[config.mk]
export PLATFORM = sky130hd
export DESIGN_NAME = rst_req_ctrl
export DESIGN_NICKNAME = d
export VERILOG_FILES = /design/src/rtl/rst_req_ctrl_pkg.sv /design/src/rtl/rst_btn_debounce.sv /design/src/rtl/rst_req_ctrl.sv
export SDC_FILE = /design/constraint.sdc
export NUM_CORES = 1
export LEC_CHECK = 0
export ABC_CLOCK_PERIOD_IN_PS = 2600
export BUFFER_PORTS_ARGS = -buffer_cell sky130_fd_sc_hd__buf_2
export CAP_MARGIN = 20
export CELL_PAD_IN_SITES_DETAIL_PLACEMENT = 1
export CELL_PAD_IN_SITES_GLOBAL_PLACEMENT = 1
export CORE_MARGIN = 1.5
export CORE_UTILIZATION = 35
export DETAILED_ROUTE_END_ITERATION = 12
export PLACE_DENSITY = 0.68
export SLEW_MARGIN = 20
export SYNTH_ARGS = -nofsm -noshare
export SYNTH_HDL_FRONTEND = slang
export SYNTH_HIERARCHICAL = 1
export SYNTH_SLANG_ARGS = --single-unit
[constraint.sdc]
create_clock -name clk -period 2.6 [get_ports clk]
set_input_delay 0.13 -clock clk [delete_from_list [all_inputs] [get_ports clk]]
set_output_delay 0.13 -clock clk [all_outputs]
set_load 0.01 [all_outputs]
[src/rtl/rst_req_ctrl_pkg.sv]
// Shared definitions for the reset-request controller: FSM state encoding
// and the bit positions of the sticky reset-cause register.
package rst_req_ctrl_pkg;

   typedef enum logic [1:0] {
      ST_IDLE   = 2'd0,
      ST_ASSERT = 2'd1,
      ST_HOLD   = 2'd2
   } rst_state_e;

   localparam int CAUSE_W   = 3;
   localparam int CAUSE_BTN = 0;
   localparam int CAUSE_SW  = 1;
   localparam int CAUSE_WDT = 2;

endpackage

[src/rtl/rst_btn_debounce.sv]
// Push-button conditioning: 2-flop synchronizer followed by a stability
// counter. btn_ok only follows the synchronized level once it has held
// still for DEBOUNCE_CYCLES consecutive cycles.
module rst_btn_debounce #(
   parameter int DEBOUNCE_CYCLES = 16
) (
   input  logic clk,
   input  logic rst_l,
   input  logic btn_raw,
   output logic btn_ok
);

   localparam int            CW       = $clog2(DEBOUNCE_CYCLES + 1);
   localparam logic [CW-1:0] CNT_LAST = CW'(DEBOUNCE_CYCLES - 1);

   logic          sync_q1;
   logic          sync_q2;
   logic          sync_prev;
   logic [CW-1:0] stable_cnt;

   // Bring the raw button into the clock domain.
   always_ff @(posedge clk or negedge rst_l) begin
      if (!rst_l) begin
         sync_q1 <= 1'b0;
         sync_q2 <= 1'b0;
      end else begin
         sync_q1 <= btn_raw;
         sync_q2 <= sync_q1;
      end
   end

   // Restart the count on any change; accept the level once it stayed put.
   always_ff @(posedge clk or negedge rst_l) begin
      if (!rst_l) begin
         sync_prev  <= 1'b0;
         stable_cnt <= '0;
         btn_ok     <= 1'b0;
      end else begin
         sync_prev <= sync_q2;
         if (sync_q2 != sync_prev)
            stable_cnt <= '0;
         else if (stable_cnt == CNT_LAST)
            btn_ok <= sync_q2;
         else
            stable_cnt <= stable_cnt + 1'b1;
      end
   end

endmodule

[src/rtl/rst_req_ctrl.sv]
// Reset-request controller: merges button, software and watchdog reset
// sources into one stretched, registered reset request and records which
// sources fired in a sticky cause register.
module rst_req_ctrl
   import rst_req_ctrl_pkg::*;
#(
   parameter int DEBOUNCE_CYCLES = 16,
   parameter int STRETCH_CYCLES  = 64,
   parameter int WDT_WIDTH       = 32
) (
   input  logic                 clk,
   input  logic                 rst_l,
   input  logic                 btn_rst_in,
   input  logic                 sw_rst_req,
   input  logic                 wdt_en,
   input  logic                 wdt_kick,
   input  logic [WDT_WIDTH-1:0] wdt_load,
   input  logic                 cause_clr,
   output logic                 rst_req,
   output logic                 rst_busy,
   output logic [CAUSE_W-1:0]   rst_cause,
   output logic [WDT_WIDTH-1:0] wdt_count
);

   localparam int            SW           = (STRETCH_CYCLES > 1) ? $clog2(STRETCH_CYCLES) : 1;
   localparam logic [SW-1:0] STRETCH_LOAD = SW'(STRETCH_CYCLES - 1);

   rst_state_e           state;
   rst_state_e           state_nxt;
   logic [SW-1:0]        stretch_cnt;
   logic                 btn_ok;
   logic                 btn_ok_d;
   logic                 wdt_en_d;
   logic                 wdt_reload;
   logic                 wdt_zero;
   logic                 assert_done;
   logic [CAUSE_W-1:0]   evt_vec;

   rst_btn_debounce #(
      .DEBOUNCE_CYCLES (DEBOUNCE_CYCLES)
   ) u_btn (
      .clk     (clk),
      .rst_l   (rst_l),
      .btn_raw (btn_rst_in),
      .btn_ok  (btn_ok)
   );

   // An enable rising edge counts as a load, so the first cycle after reset
   // with wdt_en already high loads the counter instead of firing.
   assign wdt_reload  = wdt_en & (~wdt_en_d | wdt_kick);
   assign wdt_zero    = (wdt_count == '0);
   assign assert_done = (state == ST_ASSERT) && (stretch_cnt == '0);

   // Per-source events of this cycle, one bit per cause.
   always_comb begin
      evt_vec            = '0;
      evt_vec[CAUSE_BTN] = btn_ok & ~btn_ok_d;
      evt_vec[CAUSE_SW]  = sw_rst_req;
      evt_vec[CAUSE_WDT] = wdt_en & wdt_zero & ~wdt_reload;
   end

   // Next state. The stretch leaves ASSERT straight to IDLE when the button
   // is already released, so the request is exactly STRETCH_CYCLES wide;
   // HOLD only covers a button still being held.
   always_comb begin
      state_nxt = state;
      case (state)
         ST_IDLE:   if (|evt_vec)         state_nxt = ST_ASSERT;
         ST_ASSERT: if (stretch_cnt == '0) state_nxt = btn_ok ? ST_HOLD : ST_IDLE;
         ST_HOLD:   if (!btn_ok)          state_nxt = ST_IDLE;
         default:                         state_nxt = ST_IDLE;
      endcase
   end

   // FSM, stretch counter and registered request/busy outputs.
   always_ff @(posedge clk or negedge rst_l) begin
      if (!rst_l) begin
         state       <= ST_IDLE;
         stretch_cnt <= '0;
         rst_req     <= 1'b0;
         rst_busy    <= 1'b0;
      end else begin
         state <= state_nxt;
         if (state == ST_IDLE && state_nxt == ST_ASSERT)
            stretch_cnt <= STRETCH_LOAD;
         else if (state == ST_ASSERT && stretch_cnt != '0)
            stretch_cnt <= stretch_cnt - 1'b1;
         rst_req  <= (state_nxt != ST_IDLE);
         rst_busy <= (state_nxt != ST_IDLE);
      end
   end

   // Sticky causes; a coincident event wins over a clear.
   always_ff @(posedge clk or negedge rst_l) begin
      if (!rst_l)
         rst_cause <= '0;
      else
         rst_cause <= (cause_clr ? '0 : rst_cause) | evt_vec;
   end

   // Edge-detect history for the button and watchdog enable.
   always_ff @(posedge clk or negedge rst_l) begin
      if (!rst_l) begin
         btn_ok_d <= 1'b0;
         wdt_en_d <= 1'b0;
      end else begin
         btn_ok_d <= btn_ok;
         wdt_en_d <= wdt_en;
      end
   end

   // Watchdog counter: load on enable edge, kick or end of the stretch
   // (the point where the request moves past ASSERT), else count down.
   always_ff @(posedge clk or negedge rst_l) begin
      if (!rst_l)
         wdt_count <= '0;
      else if (wdt_reload || assert_done)
         wdt_count <= wdt_load;
      else if (wdt_en && !wdt_zero)
         wdt_count <= wdt_count - 1'b1;
   end

endmodule

### Word level (Yosys, flattened, before mapping)

Index checks and enable logic that the tools add are counted.
Widths: inputs -> output; s select.

* bits in registers: 55
* bits of input ports: 39

* add/subtract/negate cells: 3
* eq/ne operators: 6
* mux-type cells: 12
* bitwise operators: 10
* reductions and logical operators: 15

Operator list (count)
* $mux 32: 2
* $logic_not 32->1: 1
* $sub 32x1->32 const B: 1
* $mux 6: 2
* $mux 5: 2
* $mux 2: 4
* $logic_not 6->1: 1
* $pmux 2 s3: 1
* $reduce_bool 2->1: 3
* $reduce_bool 6->1: 1
* $sub 6x1->6 const B: 1
* $add 5x1->5 const B: 1
* $eq 5x4->1 const B: 1
* $and 1x1->1: 4
* $eq 2x1->1 const B: 2
* $logic_and 1x1->1: 4
* $not 1->1: 4
* $mux 3: 1
* $or 3x3->3: 1
* $reduce_or 3->1: 1
* $eq 2x2->1 const B: 1
* $logic_not 2->1: 1
* $ne 2x1->1 const B: 1
* $reduce_and 2->1: 1
* 4 further kinds: 4

### Depth between registers and ports, before layout

* depth in word-level cells: 11
* depth in mapped cells: 8
* depth with buffers taken out: 7

### Modules after synthesis

Netlist, hierarchy kept.

By module, submodules not included
* rst_req_ctrl: times used 1, cells each 300, area an instance 2716.4 µm², sequential area each 1151.1 µm²
* rst_btn_debounce: times used 1, cells each 32, area an instance 396.6 µm², sequential area each 225.2 µm²

### Worst setup path before layout

Ideal clock, no wire load.

* path type: register to register
* start point: register stretch_cnt[0]
* end point: register wdt_count[0]
* library setup time: 133 ps
* arrival time: 2000 ps
* path slack: 467 ps
* stages on the path, launching flop included: 8
* path buffers: 2
* cell sequence: dfrtp_1 > inv_1 > ha_1 > or3b_2 > clkbuf_1 > o32ai_2 > clkbuf_1 > o21ai_0

* cells in the longest elaborated chain, start to end: 4
* elaborated cells on any way between the ends: 5
* classes of those cells: mux (1); reduce/logical (4)

RTL lines
* from (decl): RTL line rst_req_ctrl.sv:30 `logic [SW-1:0] stretch_cnt;`
* from (signal assigned): RTL line rst_req_ctrl.sv:87 `stretch_cnt <= stretch_cnt - 1'b1;`
* $logic_not 6->1 *: RTL line rst_req_ctrl.sv:52 `assign assert_done = (state == ST_ASSERT) && (stretch_cnt == '0);`
* $logic_and 1x1->1 *: RTL line rst_req_ctrl.sv:52
* $logic_or 1x1->1 *: RTL line rst_req_ctrl.sv:117 `else if (wdt_reload || assert_done)`
* $mux 32 / $reduce_bool 2->1 (equally long branches)
* to (signal assigned): RTL line rst_req_ctrl.sv:118 `wdt_count <= wdt_load;`
* to (signal assigned): RTL line rst_req_ctrl.sv:120 `wdt_count <= wdt_count - 1'b1;`
* to (decl): RTL line rst_req_ctrl.sv:22 `output logic [WDT_WIDTH-1:0] wdt_count`

Mark *: on every way between the ends. The rest lies on a longest branch, timed or not.
A chain may end at the register's enable or synchronous reset.

### Worst setup path in the final report

* start point: register wdt_count[2]
* end point: register wdt_count[28]

* cells in the longest elaborated chain, start to end: 4
* elaborated cells on any way between the ends: 7
* classes of those cells: add/sub (1); mux (2); reduce/logical (4)

RTL lines
* branches (longest 4 deep; another with $sub 32x1->32)

Several ways; the timed one is not identified. The select of a mux whose other input is x is not followed.

==> results.yml <==
outcome:
  status: "complete, no violations"
setup_path:
  reg2reg_slack_ns: 0.17
  cp.arrival_ns: 2.69
  end_kind: "flop"
  cp_top_family: "simple AND/OR/NAND/NOR gates"
  cpPeakStageDelay_ns: 0.57
  crit_path_cell_trace: "nor4_2, and4_1, nand4_1, or4b_1, nand3_1"
  path_class: "flop to flop"
  cp_slowest_cell: "or4b_1"
  cp.buffers_inverters: 0
  required_ns: 2.86
  startpoint_type: "flop"
  crit_fanout: 10
placed_design:
  io_buffer_count: 75
  place_hpwl_um: 6920
  gp_congestion: 0.824
  dp_cells: 519
finish:
  layout_common_cells: "buf_2 (75), dfrtp_1 (55), nor2_1 (40), nand2_1 (27), a31oi_1 (21)"
  multiInputGateArea_um2: 1630
  syn2layout_area_growth_pct: 24.1
  nNetsFinal: 467
  fill_cells: 1040
  layout_commonest_cell: "buf_2"
  layout-drive-gt1-share_pct: 27.8
  instances_no_fill: 532
  seqCellArea_um2: 1380
  diodes: 0
timing:
  timing.fmax_mhz: 411
  fin_crit_sh_pct: 93.6
  rsz0062_at_grt: "false"
  skew_ns: 0.00990
  setup_viol: 0
  tightest_slew_ns: 1.07
  hold_violations: 0
  fin_tns_setup_ns: 0
  relSlewSlack_pct: 27.9
  slew_violations: 0
  min_period_ns: 2.43
  worst_hold_slack_ns: 0.00786
routing:
  wl_per_cell_um: 17.6
  wl_um: 9380
  postRouteAntennaNets: 0
  routed_via_density: 5.63
  drt_first_pass_iters: 4
  drc: 0
  vias: 2996
  first_iter_violations: 123
synthesis:
  syn_inst: 332
  synth_edf_count: 0
  synth_top_area_share_pct: 44.2
  ys_async_sr_fraction_pct: 100
  syn_area_um2: 3110
  synth_seq_area_share_pct: 44.2
  yosysWarningCount: 6
  ys_ff_latch: 55
  ys.flop_type: "dfrtp_1"
  synth_fp_nets: 376
  syn_avg_cell_area_um2: 9.38
  synth_cell_types: 58
  ys_top_cells_by_area: "dfrtp_1 (44%), nor2_1 (4.8%), a31oi_1 (4.2%), xnor2_1 (3.4%), nand2_1 (3.3%)"
  yosysTopAreaCell: "dfrtp_1"
cts:
  clock-root-buffer: "clkbuf_8"
  worstSkewPairLatency_ns: 0.32
  cts_max_level: 2
  cts_buffer_depth: 2
  cts_sinks: 55
  path_clk_slew_ns: 0.11
  tritoncts: "done"
  numCtsBuffers: 5
die:
  die_w_um: 97.3
  die-area_um2: 9470
  core-area_um2: 8680
  io_pins: 76
  fp.dieH_um: 97.3
  row_count: 34
  initial_core_util_pct: 35.9
grt:
  grt_use_total_pct: 20.6
  grt_pass1_vias: 3098
  grt_max_degree: 32
  grt_first_pass_wirelength_um: 15800
  overflow: 0
  grt_antenna_before_repair: 0
power:
  vdd_drop_max_mv: 0.320
  powerDensity_nw_per_um2: 538
  power_leakage_nw: 1.69
job:
  drv_cap: 0
worst_hold_path:
  hp-class: "input pin to flop"
==> cells in the mapped netlist (all sizes together) (2+ instances only) <==
cell and number:
a21o 3, or4 10, xnor2 12, o21ai 17
ha 5, dfrtp 55, nand3 10, nand4b 4
and3 3, a31oi 21, or3 13, o31ai 10
xor2 5, a21oi 7, and4 3, o311ai 2
nand2b 4, nor3 7, inv 9, o211ai 3
and2 2, o41ai 5, nor2 41, nand4 7
clkbuf 9, nor4 9, nor2b 4, buf 6
nand2 27, or2 3
==> final timing paths <==
check | from | to | cells past startpoint
hold reg to reg | u_btn/sync_q1 | u_btn/sync_q2 | 0
min in group asynchronous | rst_l | stretch_cnt[1] | 2
max in group asynchronous | rst_l | wdt_count[30] | 3
hold / removal | wdt_load[2] | wdt_count[2] | 3
setup / recovery | wdt_count[2] | wdt_count[28] | 5
setup reg to reg | wdt_count[2] | wdt_count[28] | 5
==> cell type report <==
| type | instances | area share, % |
|---|---|---|
| Timing Repair Buffer | 99 | 14.9 |
| Clock inverter | 2 | 1.00 |
| Inverter | 9 | 0.875 |
| Clock buffer | 6 | 1.88 |
| Tap cell | 108 | 3.50 |
| Sequential cell | 55 | 35.6 |
| Multi-Input combinational cell | 253 | 42.2 |
==> sequential cells by signal, summed over array words and instances, names as in the netlist, 2 cells and up <==
register,flops
wdt_count,32
rst_cause,3
u_btn/stable_cnt,5
stretch_cnt,6
state,2
==> repair_timing <==
item                                    4_1_cts  5_1_grt
endpoints found under the setup margin        0       13
gates resized for setup                       0        1
hold buffers                                  3        0
endpoints found under the hold margin        26        0
buffers inserted                              0        2
==> report_power, final <==
part	switching, mW	internal [mW]
Clock	0.306	0.292
Sequential	0.116	0.932
Combinational	0.239	0.191
==> kinds of logic after synthesis <==
kind of cell             share of synthesized area [%]
buffers and inverters                             3.62
XOR/XNOR                                          4.78
flip-flops                                        44.2
AO/OA/AOI/OAI                                     16.8
AND/OR/NAND/NOR                                   28.2
adder cells (fa/ha/maj)                           2.01
multiplexers                                     0.322
==> metal layers <==
| layer | GRT usage [%] | wire length (um) |
|---|---|---|
| met1 | 28.0 | 4400 |
| met2 | 34.2 | 4520 |
| met3 | 3.53 | 365 |
| met4 | 5.16 | 106 |
| met5 | 0 | 0 |
==> worst min-delay path, stage by stage <==
cell and delay [ns]:
buf_2 0.07, nand2_1 0.04, o21ai_0 0.06
==> stage by stage <==
stage	instance area (um2)	setup slack [ns]	power (mW)	util (%)
2_1_floorplan	3110	0.467	1.27	-
3_3_place_gp	3700	0.279	1.48	42.6
3_5_place_dp	3700	0.177	1.49	42.6
4_1_cts	3840	0.0818	2.10	44.3
5_1_grt	3860	0.0122	2.20	44.5
6_report	3860	0.166	2.08	44.5
Note: power is estimated with default switching activity, not from simulation.
